## src/rtl/fixed_multiply.sv

```systemverilog
// -----------------------------------------------------------------------------
// fixed_multiply
//
// Sequential signed fixed-point multiplier for the ray-tracer arithmetic
// pipeline. It is the companion to the shared divider and uses the same Q
// format and the same valid_in/valid_out handshake.
//
//   product = round(multiplicand * multiplier / 2^Q_BITS), saturated to D_WIDTH
//
// Operation: the operands are converted to unsigned magnitudes. A radix-2
// shift-add loop then forms the 2*D_WIDTH-bit product, one multiplier bit per
// cycle. The sign is applied only after rounding. As a result, the rounding is
// symmetric: half rounds away from zero.
//
// Timing: an accept edge E gives a valid_out pulse in the cycle after edge
// E+D_WIDTH+1. ready_out is already high in that pulse cycle, so a new request
// can be accepted back-to-back. Throughput is one result per D_WIDTH+2 cycles.
//
// Ports
//   clock         in   1        rising-edge clock
//   reset         in   1        asynchronous, active-high; aborts any request
//   multiplicand  in   D_WIDTH  signed operand a, sampled on the accept edge
//   multiplier    in   D_WIDTH  signed operand b, sampled on the accept edge
//   valid_in      in   1        request; taken only while ready_out=1
//   ready_out     out  1        high when idle
//   product       out  D_WIDTH  signed result, held until the next result
//   overflow      out  1        product was saturated; changes with product
//   valid_out     out  1        one-cycle pulse marking a new product
// -----------------------------------------------------------------------------
module fixed_multiply #(
  parameter int Q_BITS  = 10,
  parameter int D_WIDTH = 32
) (
  input  logic               clock,
  input  logic               reset,
  input  logic [D_WIDTH-1:0] multiplicand,
  input  logic [D_WIDTH-1:0] multiplier,
  input  logic               valid_in,
  output logic               ready_out,
  output logic [D_WIDTH-1:0] product,
  output logic               overflow,
  output logic               valid_out
);

  localparam int ACC_W = 2 * D_WIDTH;
  // One extra bit holds the rounding increment, so nothing is truncated
  // before the shift.
  localparam int RND_W = ACC_W + 1;
  localparam int CNT_W = $clog2(D_WIDTH);

  localparam logic [CNT_W-1:0] LAST_CNT = CNT_W'(D_WIDTH - 1);
  localparam logic [RND_W-1:0] HALF_LSB = RND_W'(1) << (Q_BITS - 1);
  // Largest positive result: 2^(D-1)-1.
  localparam logic [RND_W-1:0] MAX_POS_MAG = (RND_W'(1) << (D_WIDTH - 1)) - RND_W'(1);
  // Magnitude of the most negative result: 2^(D-1).
  localparam logic [RND_W-1:0] MAX_NEG_MAG = RND_W'(1) << (D_WIDTH - 1);
  localparam logic [D_WIDTH-1:0] SAT_POS = {1'b0, {(D_WIDTH-1){1'b1}}};
  localparam logic [D_WIDTH-1:0] SAT_NEG = {1'b1, {(D_WIDTH-1){1'b0}}};

  typedef enum logic [1:0] {
    ST_IDLE,
    ST_BUSY,
    ST_FINISH
  } state_t;

  state_t             state_q;
  logic [CNT_W-1:0]   cnt_q;
  logic [ACC_W-1:0]   acc_q;
  // |a| pre-shifted by cnt. Shifting by one each cycle gives |a| << cnt
  // without a barrel shifter.
  logic [ACC_W-1:0]   mcand_q;
  // |b| shifted right each cycle, so bit 0 is always bit cnt of |b|.
  logic [D_WIDTH-1:0] mplier_q;
  logic               neg_q;
  logic [D_WIDTH-1:0] product_q;
  logic               overflow_q;
  logic               valid_out_q;

  // Rounding and saturation results, used in the FINISH cycle.
  logic [RND_W-1:0]   rounded;
  logic [RND_W-1:0]   mag;
  logic [D_WIDTH-1:0] mag_lo;
  logic [D_WIDTH-1:0] product_d;
  logic               overflow_d;

  // Two's-complement magnitude held in D_WIDTH unsigned bits.
  // The minimum value -2^(D-1) maps to 2^(D-1), which still fits.
  function automatic logic [D_WIDTH-1:0] magnitude(input logic [D_WIDTH-1:0] v);
    return v[D_WIDTH-1] ? (~v + D_WIDTH'(1)) : v;
  endfunction

  // Round half away from zero on the magnitude, then saturate and apply sign.
  always_comb begin
    // NOTE: every output of a combinational block gets a default first, so no
    // path leaves it unassigned and no latch is inferred.
    product_d  = '0;
    overflow_d = 1'b0;
    rounded    = {1'b0, acc_q} + HALF_LSB;
    mag        = rounded >> Q_BITS;
    mag_lo     = mag[D_WIDTH-1:0];
    if (!neg_q && (mag > MAX_POS_MAG)) begin
      product_d  = SAT_POS;
      overflow_d = 1'b1;
    end else if (neg_q && (mag > MAX_NEG_MAG)) begin
      product_d  = SAT_NEG;
      overflow_d = 1'b1;
    end else begin
      // A negative result with zero magnitude negates to 0, as required.
      product_d = neg_q ? (~mag_lo + D_WIDTH'(1)) : mag_lo;
    end
  end

  // Control and datapath state.
  always_ff @(posedge clock or posedge reset) begin
    if (reset) begin
      state_q     <= ST_IDLE;
      cnt_q       <= '0;
      acc_q       <= '0;
      mcand_q     <= '0;
      mplier_q    <= '0;
      neg_q       <= 1'b0;
      product_q   <= '0;
      overflow_q  <= 1'b0;
      valid_out_q <= 1'b0;
    end else begin
      // NOTE: registers use non-blocking assignments. Every right-hand side
      // therefore sees the pre-edge value, whatever the statement order.
      valid_out_q <= 1'b0;
      unique case (state_q)
        ST_IDLE: begin
          if (valid_in) begin
            mcand_q  <= {{D_WIDTH{1'b0}}, magnitude(multiplicand)};
            mplier_q <= magnitude(multiplier);
            neg_q    <= multiplicand[D_WIDTH-1] ^ multiplier[D_WIDTH-1];
            acc_q    <= '0;
            cnt_q    <= '0;
            state_q  <= ST_BUSY;
          end
        end

        ST_BUSY: begin
          // Largest sum is (2^(D-1))^2 = 2^(2D-2), which fits in ACC_W bits.
          if (mplier_q[0]) begin
            acc_q <= acc_q + mcand_q;
          end
          mcand_q  <= mcand_q << 1;
          mplier_q <= mplier_q >> 1;
          cnt_q    <= cnt_q + CNT_W'(1);
          if (cnt_q == LAST_CNT) begin
            state_q <= ST_FINISH;
          end
        end

        ST_FINISH: begin
          product_q   <= product_d;
          overflow_q  <= overflow_d;
          valid_out_q <= 1'b1;
          state_q     <= ST_IDLE;
        end

        default: state_q <= ST_IDLE;
      endcase
    end
  end

  // ready_out depends only on state, so it is high during the valid_out cycle.
  assign ready_out = (state_q == ST_IDLE);
  assign product   = product_q;
  assign overflow  = overflow_q;
  assign valid_out = valid_out_q;

endmodule
```

## config.mk

```make
export PLATFORM = sky130hd
export DESIGN_NAME = fixed_multiply
export DESIGN_NICKNAME = d
export VERILOG_FILES = /design/src/rtl/fixed_multiply.sv
export SDC_FILE = /design/constraint.sdc
export NUM_CORES = 1
export LEC_CHECK = 0
export BUFFER_PORTS_ARGS = -buffer_cell sky130_fd_sc_hd__buf_2
export CORE_ASPECT_RATIO = 0.7
export CORE_MARGIN = 1.5
export CORE_UTILIZATION = 55
export CTS_CLUSTER_SIZE = 16
export DETAILED_ROUTE_END_ITERATION = 10
export PLACE_DENSITY = 0.74
export SETUP_SLACK_MARGIN = 0.4
export SLEW_MARGIN = 40
export SYNTH_ARGS = -nofsm -noshare
export SYNTH_HDL_FRONTEND = slang
export SYNTH_SLANG_ARGS = --single-unit
```

## constraint.sdc

```tcl
create_clock -name clock -period 15.55 [get_ports clock]
set_input_delay 1.555 -clock clock [delete_from_list [all_inputs] [get_ports clock]]
set_output_delay 1.555 -clock clock [all_outputs]
set_load 0.005 [all_outputs]
```

==> results of run 1 <==
## synth_stat cells, types with 5 or more instances
cell type  number  share of area
or2_2          12         0.0050
and3_1         25          0.010
nand2_1       239          0.060
o211ai_1        9         0.0045
a21oi_1        77          0.026
or4_1          17         0.0085
nand3b_1        6         0.0030
a211oi_1       16         0.0080
o21ai_0       226          0.076
nor2_1        117          0.029
nor3b_1         8         0.0040
xnor2_1        62          0.036
buf_2          12         0.0040
inv_1          27         0.0068
o21ai_1         6         0.0020
xor2_1        106          0.062
a21o_1         48          0.024
o41ai_1        12         0.0070
o21a_1          7         0.0035
a31oi_1        46          0.019
and4_1          9         0.0053
nand4_1        41          0.017
nor4_1         13         0.0054
o21bai_1        5         0.0025
a21boi_0        5         0.0025
and2_1         10         0.0042
nor2b_1         9         0.0038
a41oi_1         6         0.0035
clkbuf_1       90          0.023
o31ai_1        29          0.015
dfrtp_1       202           0.34
nor3_1         30          0.010
nand3_1        53          0.018
a22oi_1        59          0.030
ha_1           70          0.058
nand2b_1        8         0.0033
a31o_2          5         0.0029
or3_1          17         0.0071
mux2i_1         9         0.0060
## logic make-up after synthesis
kind of cell	share of synthesized area
xor+xnor	0.0982
fa+ha+maj	0.0598
mux	0.00752
flops	0.338
buf+inv	0.0373
compound gates	0.249
simple gates	0.211
## state kept, by name, summed over array words and instances (netlist names)
name / flops
cnt_q: 5
mplier_q: 32
state_q: 2
overflow: 1
mcand_q: 64
neg_q: 1
valid_out: 1
product: 32
acc_q: 64
## per-layer routing
layer  share of wire  vias up  global-route usage
met4           0.014        0              0.0526
met1            0.50     6536               0.454
met3           0.082       36              0.0485
met5               0        -                   0
li1                -     6766                   -
met2            0.40      546               0.391
## area by class of cell
class,instances,area (µm²),share of cell area
clock buffers,29,607,0.0369
multi-input cells,1482,9400,0.572
well taps,364,455,0.0277
repair buffers,111,584,0.0356
inverters,28,114,0.00693
flip-flops and latches,202,5050,0.308
clock inverters,10,214,0.0130
## worst reg2reg max path, cell delays in order (launching register included)
cell	delay [ps]
dfrtp_1	540
ha_1	480
inv_1	210
or4_1	740
nor4b_1	560
mux2_2	250
o22ai_1	70
a211oi_1	230
nand4_1	310
nor2_1	750
nand4_1	190
a41oi_1	260
## report_power, final
part	internal [W]	leakage [nW]	switching (W)
Combinational	0.000717	4.14	0.00110
Clock	0.000375	0.397	0.000226
Sequential	0.000737	2.60	0.000293
## stage by stage
stage | cells | setup slack, ps | total power [W] | hold slack (ps)
after floorplan | 1822 | 8480 | 0.00234 | 449
after global placement | 2187 | 10830 | 0.00276 | 471
after detailed placement | 2187 | 10810 | 0.00280 | 487
after CTS | 2226 | 10980 | 0.00342 | 496
after global routing | 2226 | 10570 | 0.00372 | 498
final | 2226 | 10860 | 0.00345 | 488
## path summary, 6_finish.rpt
path,start,end,slack (ps)
worst max register to register,acc_q[10],product[30],10860
worst max-delay path,acc_q[10],product[30],10860
worst min register to register,cnt_q[3],cnt_q[3],490
worst min-delay path,cnt_q[3],cnt_q[3],490
min in group asynchronous,reset,mcand_q[11],1150
max in group asynchronous,reset,acc_q[62],13260
==> flow_summary.yaml, run 1 <==
worst_setup_path:
  cp-end-kind: "register"
  crit_buf_inv: 1
  worst-path-max-fanout: 12
  crit_cells: 11
  required_ps: 15990
  cp_data_arrival_time_ps: 5130
  critPathLaunchType: "register"
  cp_cell_sequence: "ha_1 -> inv_1 -> or4_1 -> nor4b_1 -> mux2_2 -> o22ai_1 -> a211oi_1 -> nand4_1 -> nor2_1 -> nand4_1 -> a41oi_1"
  r2r_cells: 11
  crit_path_frequent_cell: "nand4_1"
  crit_family: "simple AND/OR/NAND/NOR gates"
  path_class: "reg2reg"
  slowest_delay_ps: 750
  slowest_stage: "nor2_1"
clock_network:
  cts_resized: 0
  cts_buffer_depth: 3
  cts_max_level: 1
  insertion_delay_ps: 540
  clock-root-buffer: "clkbuf_16"
  cts_setup_buffers: 0
  cts_buffers: 22
  path_clk_slew_ps: 60
  cts_tree: "yes"
  cts_hold_buf: 0
  cts.sink_count: 202
finish:
  drive_above_1_share: 0.100
  final_common_cell: "nand2_1"
  final_cell_area_um2: 16400
  postLayoutCoreUtil: 0.614
  syn_to_final_growth_pct: 9.68
  antennaDiodeCount: 0
  final_cell_mix: "nand2_1 (238), o21ai_0 (226), dfrtp_1 (202)"
  nets: 1985
  fill_cells: 2416
flow_run:
  max_cap_violations: 0
timing:
  rsz0062_at_grt: "false"
  skew_ps: 12.1
  fmax_ghz: 0.213
  report.final.slew_viol_count: 0
  tightest_slew_ps: 856
  setup_viol: 0
  fin_crit_ps: 4690
  fin_crit_sh: 0.302
  final-hold-violation-count: 0
  tns_ps: 0
  maxSlewHeadroom: 0.429
routing:
  first_iter_violations: 1278
  via_per_inst: 6.24
  wl_mm: 40.2
  first_pass_iters: 5
  vias: 13900
  route.detailed.drc: 0
  final_antenna_net_count: 0
  wl_per_cell_um: 18.1
yosys:
  ys_seq_elements: 202
  async_reset_ff_frac: 1.00
  yosysWarnings: 0
  synth_top_flop_cell: "dfrtp_1"
  syn_area_um2: 15000
  synth_edf_count: 0
  synth_cell_types: 74
  synth_nets: 1960
  ys_seq_area_frac: 0.338
  synth_area_per_cell_um2: 8.22
  syn_inst: 1822
placed_design:
  hpwl_mm: 29.5
  place_area_um2: 15600
  io_buffers: 101
  place_congestion: 0.963
global_routing:
  antenna_found_initial: 0
  grt_pass1_wl_mm: 65.7
  grt_usage: 0.283
  grt_max_degree: 102
  grt_pass1_vias: 12300
  grt-ovfl-total: 0
die:
  die_height_um: 141
  die-area_um2: 28200
  dieWidth_um: 200
  initial_core_util: 0.559
  row_count: 50
  ios: 102
  fp.coreArea_um2: 26800
power:
  p_per_area_nw_per_um2: 210
  power.leakage_nw: 7.14
  ir_drop_v: 0.0000847
worst_hold_path:
  hold_class: "reg2reg"
  min_path_cells: 1
outcome:
  status: "finished, final reports clean"
Power figures use the tool's default switching activity.
==> inputs of run 2 (changes only) <==
==> constraint.sdc (replaced) <==
create_clock -name clock -period 4.9 [get_ports clock]
set_input_delay 0.49 -clock clock [delete_from_list [all_inputs] [get_ports clock]]
set_output_delay 0.49 -clock clock [all_outputs]
set_load 0.005 [all_outputs]
==> flow_summary.yaml, run 2 (synthesis results as in run 1) <==
timing:
  fmax_ghz: 0.242
  fin_crit_sh: 0.844
  rsz0062_at_grt: "false"
  report.final.slew_viol_count: 0
  setup_viol: 0
  final-hold-violation-count: 0
  maxSlewHeadroom: 0.459
  tightest_slew_ps: 803
  tns_ps: 0
  skew_ps: 16.6
  fin_crit_ps: 4140
worst_setup_path:
  critPathLaunchType: "register"
  worst-path-max-fanout: 31
  path_class: "reg2reg"
  cp_cell_sequence: "ha_2 -> inv_1 -> or4_1 -> nor3_2 -> and4_1 -> nor2_1 -> nor4b_2 -> nand4_1 -> o21a_1 -> nor2_2 -> buf_4 -> a41oi_1"
  cp-end-kind: "register"
  slowest_delay_ps: 740
  cp_data_arrival_time_ps: 4500
  slowest_stage: "or4_1"
  required_ps: 5260
finish:
  nets: 1997
  syn_to_final_growth_pct: 10.4
  final_common_cell: "nand2_1"
  stdcell_count: 2239
  final_cell_mix: "nand2_1 (238), o21ai_0 (226), dfrtp_1 (201)"
  reg_top3: "acc_q: 64 flops, mcand_q: 64 flops"
  drive_above_1_share: 0.108
  antennaDiodeCount: 0
  postLayoutCoreUtil: 0.618
clock_network:
  cts_buffer_depth: 3
  clock-root-buffer: "clkbuf_16"
  insertion_delay_ps: 540
  cts_setup_buffers: 0
  path_clk_slew_ps: 60
  cts_max_level: 1
  cts_tree: "yes"
  cts_buffers: 23
  cts.sink_count: 202
flow_run:
  max_cap_violations: 0
die:
  die-area_um2: 28200
  fp.coreArea_um2: 26800
  initial_core_util: 0.559
  dieWidth_um: 200
  row_count: 50
  ios: 102
  die_height_um: 141
worst_hold_path:
  hold_class: "in2reg"
routing:
  first_pass_iters: 6
  final_antenna_net_count: 0
  first_iter_violations: 1305
  route.detailed.drc: 0
  wl_mm: 40.8
  via_per_inst: 6.27
  wl_per_cell_um: 18.2
  vias: 14000
global_routing:
  use_met2: 0.415
  use_met3: 0.0354
  grt-ovfl-total: 0
  grt_pass1_wl_mm: 68.2
  grt_usage: 0.290
  use_met1: 0.463
  grt_max_degree: 111
  antenna_found_initial: 0
  top_usage_layer: "met1"
  grt_pass1_vias: 12900
power:
  fin_total_pwr_w: 0.0109
  p_per_area_nw_per_um2: 662
  ir_drop_v: 0.000331
  power.leakage_nw: 7.19
placed_design:
  place_congestion: 0.925
  hpwl_mm: 29.6
  place_inst: 2197
  io_buffers: 101
outcome:
  status: "finished, final reports clean"
run 2: metal layers:
layer / vias up / share of wire
met5: - / 0
met4: 0 / 0.017
met3: 42 / 0.076
met2: 541 / 0.41
met1: 6683 / 0.50
li1: 6770 / -
run 2: critical path, delay by kind of cell (launching register included):
| family | cells | cell delay, ps |
|---|---|---|
| flops | 1 | 560 |
| fa+ha+maj | 1 | 390 |
| buf+inv | 2 | 470 |
| simple gates | 7 | 2110 |
| compound gates | 2 | 450 |
run 2: area by class of cell:
class	instances	area, µm²
inverter	28	109
timing repair buffer	122	694
sequential	202	5060
fill	2419	10200
clock inverter	12	188
tap	364	455
multi-input combinational	1482	9400
clock buffer	29	628
run 2: final timing paths:
check	endpoint	slack (ps)	start	cells after the start
hold / removal	mplier_q[31]	250	multiplier[30]	3
min in group asynchronous	acc_q[1]	500	reset	3
setup reg to reg	product[16]	760	acc_q[10]	12
hold reg to reg	acc_q[8]	490	acc_q[8]	2
setup / recovery	product[16]	760	acc_q[10]	12
max in group asynchronous	acc_q[9]	3150	reset	5
run 2: power breakdown:
group	switching, W	internal [W]
logic	0.00354	0.00231
clock network	0.000748	0.00113
registers	0.000872	0.00234
run 2: stage by stage:
| stage | instance area (µm²) | hold slack (ps) | setup WS (ps) |
|---|---|---|---|
| after floorplan | 15000 | 449 | 1490 |
| after global placement | 15700 | 471 | 712 |
| after detailed placement | 15700 | 481 | 602 |
| after CTS | 16500 | 241 | 556 |
| after global routing | 16500 | 276 | 414 |
| final | 16500 | 255 | 763 |
run 2: what timing repair did:
| action | CTS | global route |
|---|---|---|
| resized for setup | 0 | 4 |
| hold buffers | 1 | 0 |
| endpoints found under the setup margin | 0 | 32 |
| endpoints found under the hold margin | 12 | 0 |
==> inputs of run 3 (changes only) <==
==> constraint.sdc (replaced) <==
create_clock -name clock -period 4.03 [get_ports clock]
set_input_delay 0.403 -clock clock [delete_from_list [all_inputs] [get_ports clock]]
set_output_delay 0.403 -clock clock [all_outputs]
set_load 0.005 [all_outputs]
==> flow_summary.yaml, run 3 (synthesis results as in run 1) <==
placed_design:
  place_ws_ps: 318
  place_congestion: 1.01
  hpwl_mm: 30.2
  io_buffers: 101
  place_area_um2: 15900
routing:
  first_iter_violations: 1357
  final_antenna_net_count: 0
  via_per_inst: 6.19
  vias: 14000
  route.detailed.drc: 0
  wl_per_cell_um: 17.8
  wl_mm: 40.4
  first_pass_iters: 5
timing:
  rsz0062_at_grt: "false"
  fin_crit_sh: 0.864
  hold_ws_ps: 187
  maxSlewHeadroom: 0.468
  tightest_slew_ps: 795
  report.final.slew_viol_count: 0
  setup_viol: 0
  fmax_ghz: 0.287
  tns_ps: 0
  fin_crit_ps: 3480
  skew_ps: 12.3
  final-hold-violation-count: 0
  worst_slack_ps: 547
die:
  fp.coreArea_um2: 26800
  die_height_um: 141
  dieWidth_um: 200
  ios: 102
  initial_core_util: 0.559
  die-area_um2: 28200
  row_count: 50
clock_network:
  cts_tree: "yes"
  cts.sink_count: 202
  cts_buffers: 23
  cts_max_level: 1
  path_clk_slew_ps: 60
  cts_buffer_depth: 3
  clock-root-buffer: "clkbuf_16"
  insertion_delay_ps: 520
global_routing:
  grt_max_degree: 104
  grt-ovfl-total: 0
  grt_pass1_wl_mm: 66.1
  antenna_found_initial: 0
  grt_pass1_vias: 12600
  grt_usage: 0.282
outcome:
  status: "finished, final reports clean"
worst_setup_path:
  slowest_delay_ps: 450
  cp-end-kind: "register"
  cp_cell_sequence: "ha_1 -> nand3_1 -> nor4_1 -> nand3_1 -> a211oi_2 -> o311ai_0 -> a31o_2 -> o41ai_1 -> xnor2_1 -> o211ai_1 -> o31ai_1"
  cp_data_arrival_time_ps: 3870
  path_class: "reg2reg"
  required_ps: 4420
  worst-path-max-fanout: 6
  crit_family: "compound AO/OA/AOI/OAI gates"
  critPathLaunchType: "register"
  slowest_stage: "dfrtp_1"
  crit_path_frequent_cell: "nand3_1"
  crit_buf_inv: 0
finish:
  drive_above_1_share: 0.138
  reg_top3: "acc_q: 64 flops, mcand_q: 64 flops"
  final_cell_area_um2: 16900
  fill_cells: 2392
  syn_to_final_growth_pct: 12.5
  nets: 2029
  final_cell_mix: "nand2_1 (238), o21ai_0 (226), dfrtp_1 (190)"
  antennaDiodeCount: 0
  final_common_cell: "nand2_1"
worst_hold_path:
  hold_class: "in2reg"
power:
  power.leakage_nw: 7.33
  p_per_area_nw_per_um2: 795
  ir_drop_v: 0.000340
flow_run:
  max_cap_violations: 0
==> run 3: cell count changes in the layout (fill, tap and decap cells not counted), sizes merged <==
cell	previous run	this run
inv	29	28
bufinv	4	2
clkbuf	29	33
buf	121	153
clkinv	5	2
==> run 3: per-layer routing <==
layer	track usage	part of all wire	vias to the layer above
met3	0.0462	0.084	42
met1	0.445	0.50	6620
met4	0.0546	0.017	0
li1	-	-	6841
met2	0.402	0.40	543
met5	0	0	-
==> run 3: final timing paths <==
| kind | from | endpoint | slack (ps) | cells after the start |
|---|---|---|---|---|
| min | multiplier[28] | mplier_q[28] | 190 | 3 |
| max | acc_q[24] | acc_q[63] | 550 | 11 |
| min in group asynchronous | reset | mcand_q[7] | 480 | 3 |
| max in group asynchronous | reset | acc_q[43] | 2610 | 4 |
| max reg2reg | acc_q[24] | acc_q[63] | 550 | 11 |
| min reg2reg | cnt_q[3] | cnt_q[3] | 490 | 1 |
==> run 3: area by class of cell <==
class / instances / area (µm²) / area share
Timing Repair Buffer: 154 / 958 / 0.0569
Multi-Input combinational cell: 1482 / 9500 / 0.563
Tap cell: 364 / 455 / 0.0270
Inverter: 28 / 109 / 0.00646
Clock buffer: 33 / 673 / 0.0399
Clock inverter: 6 / 90.1 / 0.00535
Sequential cell: 202 / 5070 / 0.301
==> run 3: where the power goes <==
part / leakage, nW / switching [W] / internal (W) / total (W)
logic: 4.37 / 0.00442 / 0.00297 / 0.00740
clock network: 0.372 / 0.000867 / 0.00128 / 0.00215
registers: 2.58 / 0.000984 / 0.00286 / 0.00384
total: 7.33 / 0.00628 / 0.00712 / 0.0134
==> run 3: metrics by stage <==
step | util | instances | total power [W]
2_1_floorplan | - | 1822 | 0.00903
3_3_place_gp | 0.593 | 2219 | 0.0108
3_5_place_dp | 0.593 | 2220 | 0.0110
4_1_cts | 0.624 | 2263 | 0.0132
5_1_grt | 0.629 | 2269 | 0.0145
6_report | 0.629 | 2269 | 0.0134
==> run 3: timing repair <==
| item | CTS | global route |
|---|---|---|
| resized for setup | 8 | 28 |
| setup endpoints to repair | 31 | 38 |
| pin swaps | 3 | 3 |
| hold buffers | 1 | 0 |
| hold endpoints to repair | 21 | 0 |
| setup buffers | 3 | 5 |
==> run 3: worst reg2reg max path, stage by stage, from the launching register on <==
cell and delay [ps]:
dfrtp_1 450, ha_1 420, nand3_1 160, nor4_1 410
nand3_1 140, a211oi_2 350, o311ai_0 250, a31o_2 320
o41ai_1 430, xnor2_1 140, o211ai_1 180, o31ai_1 100
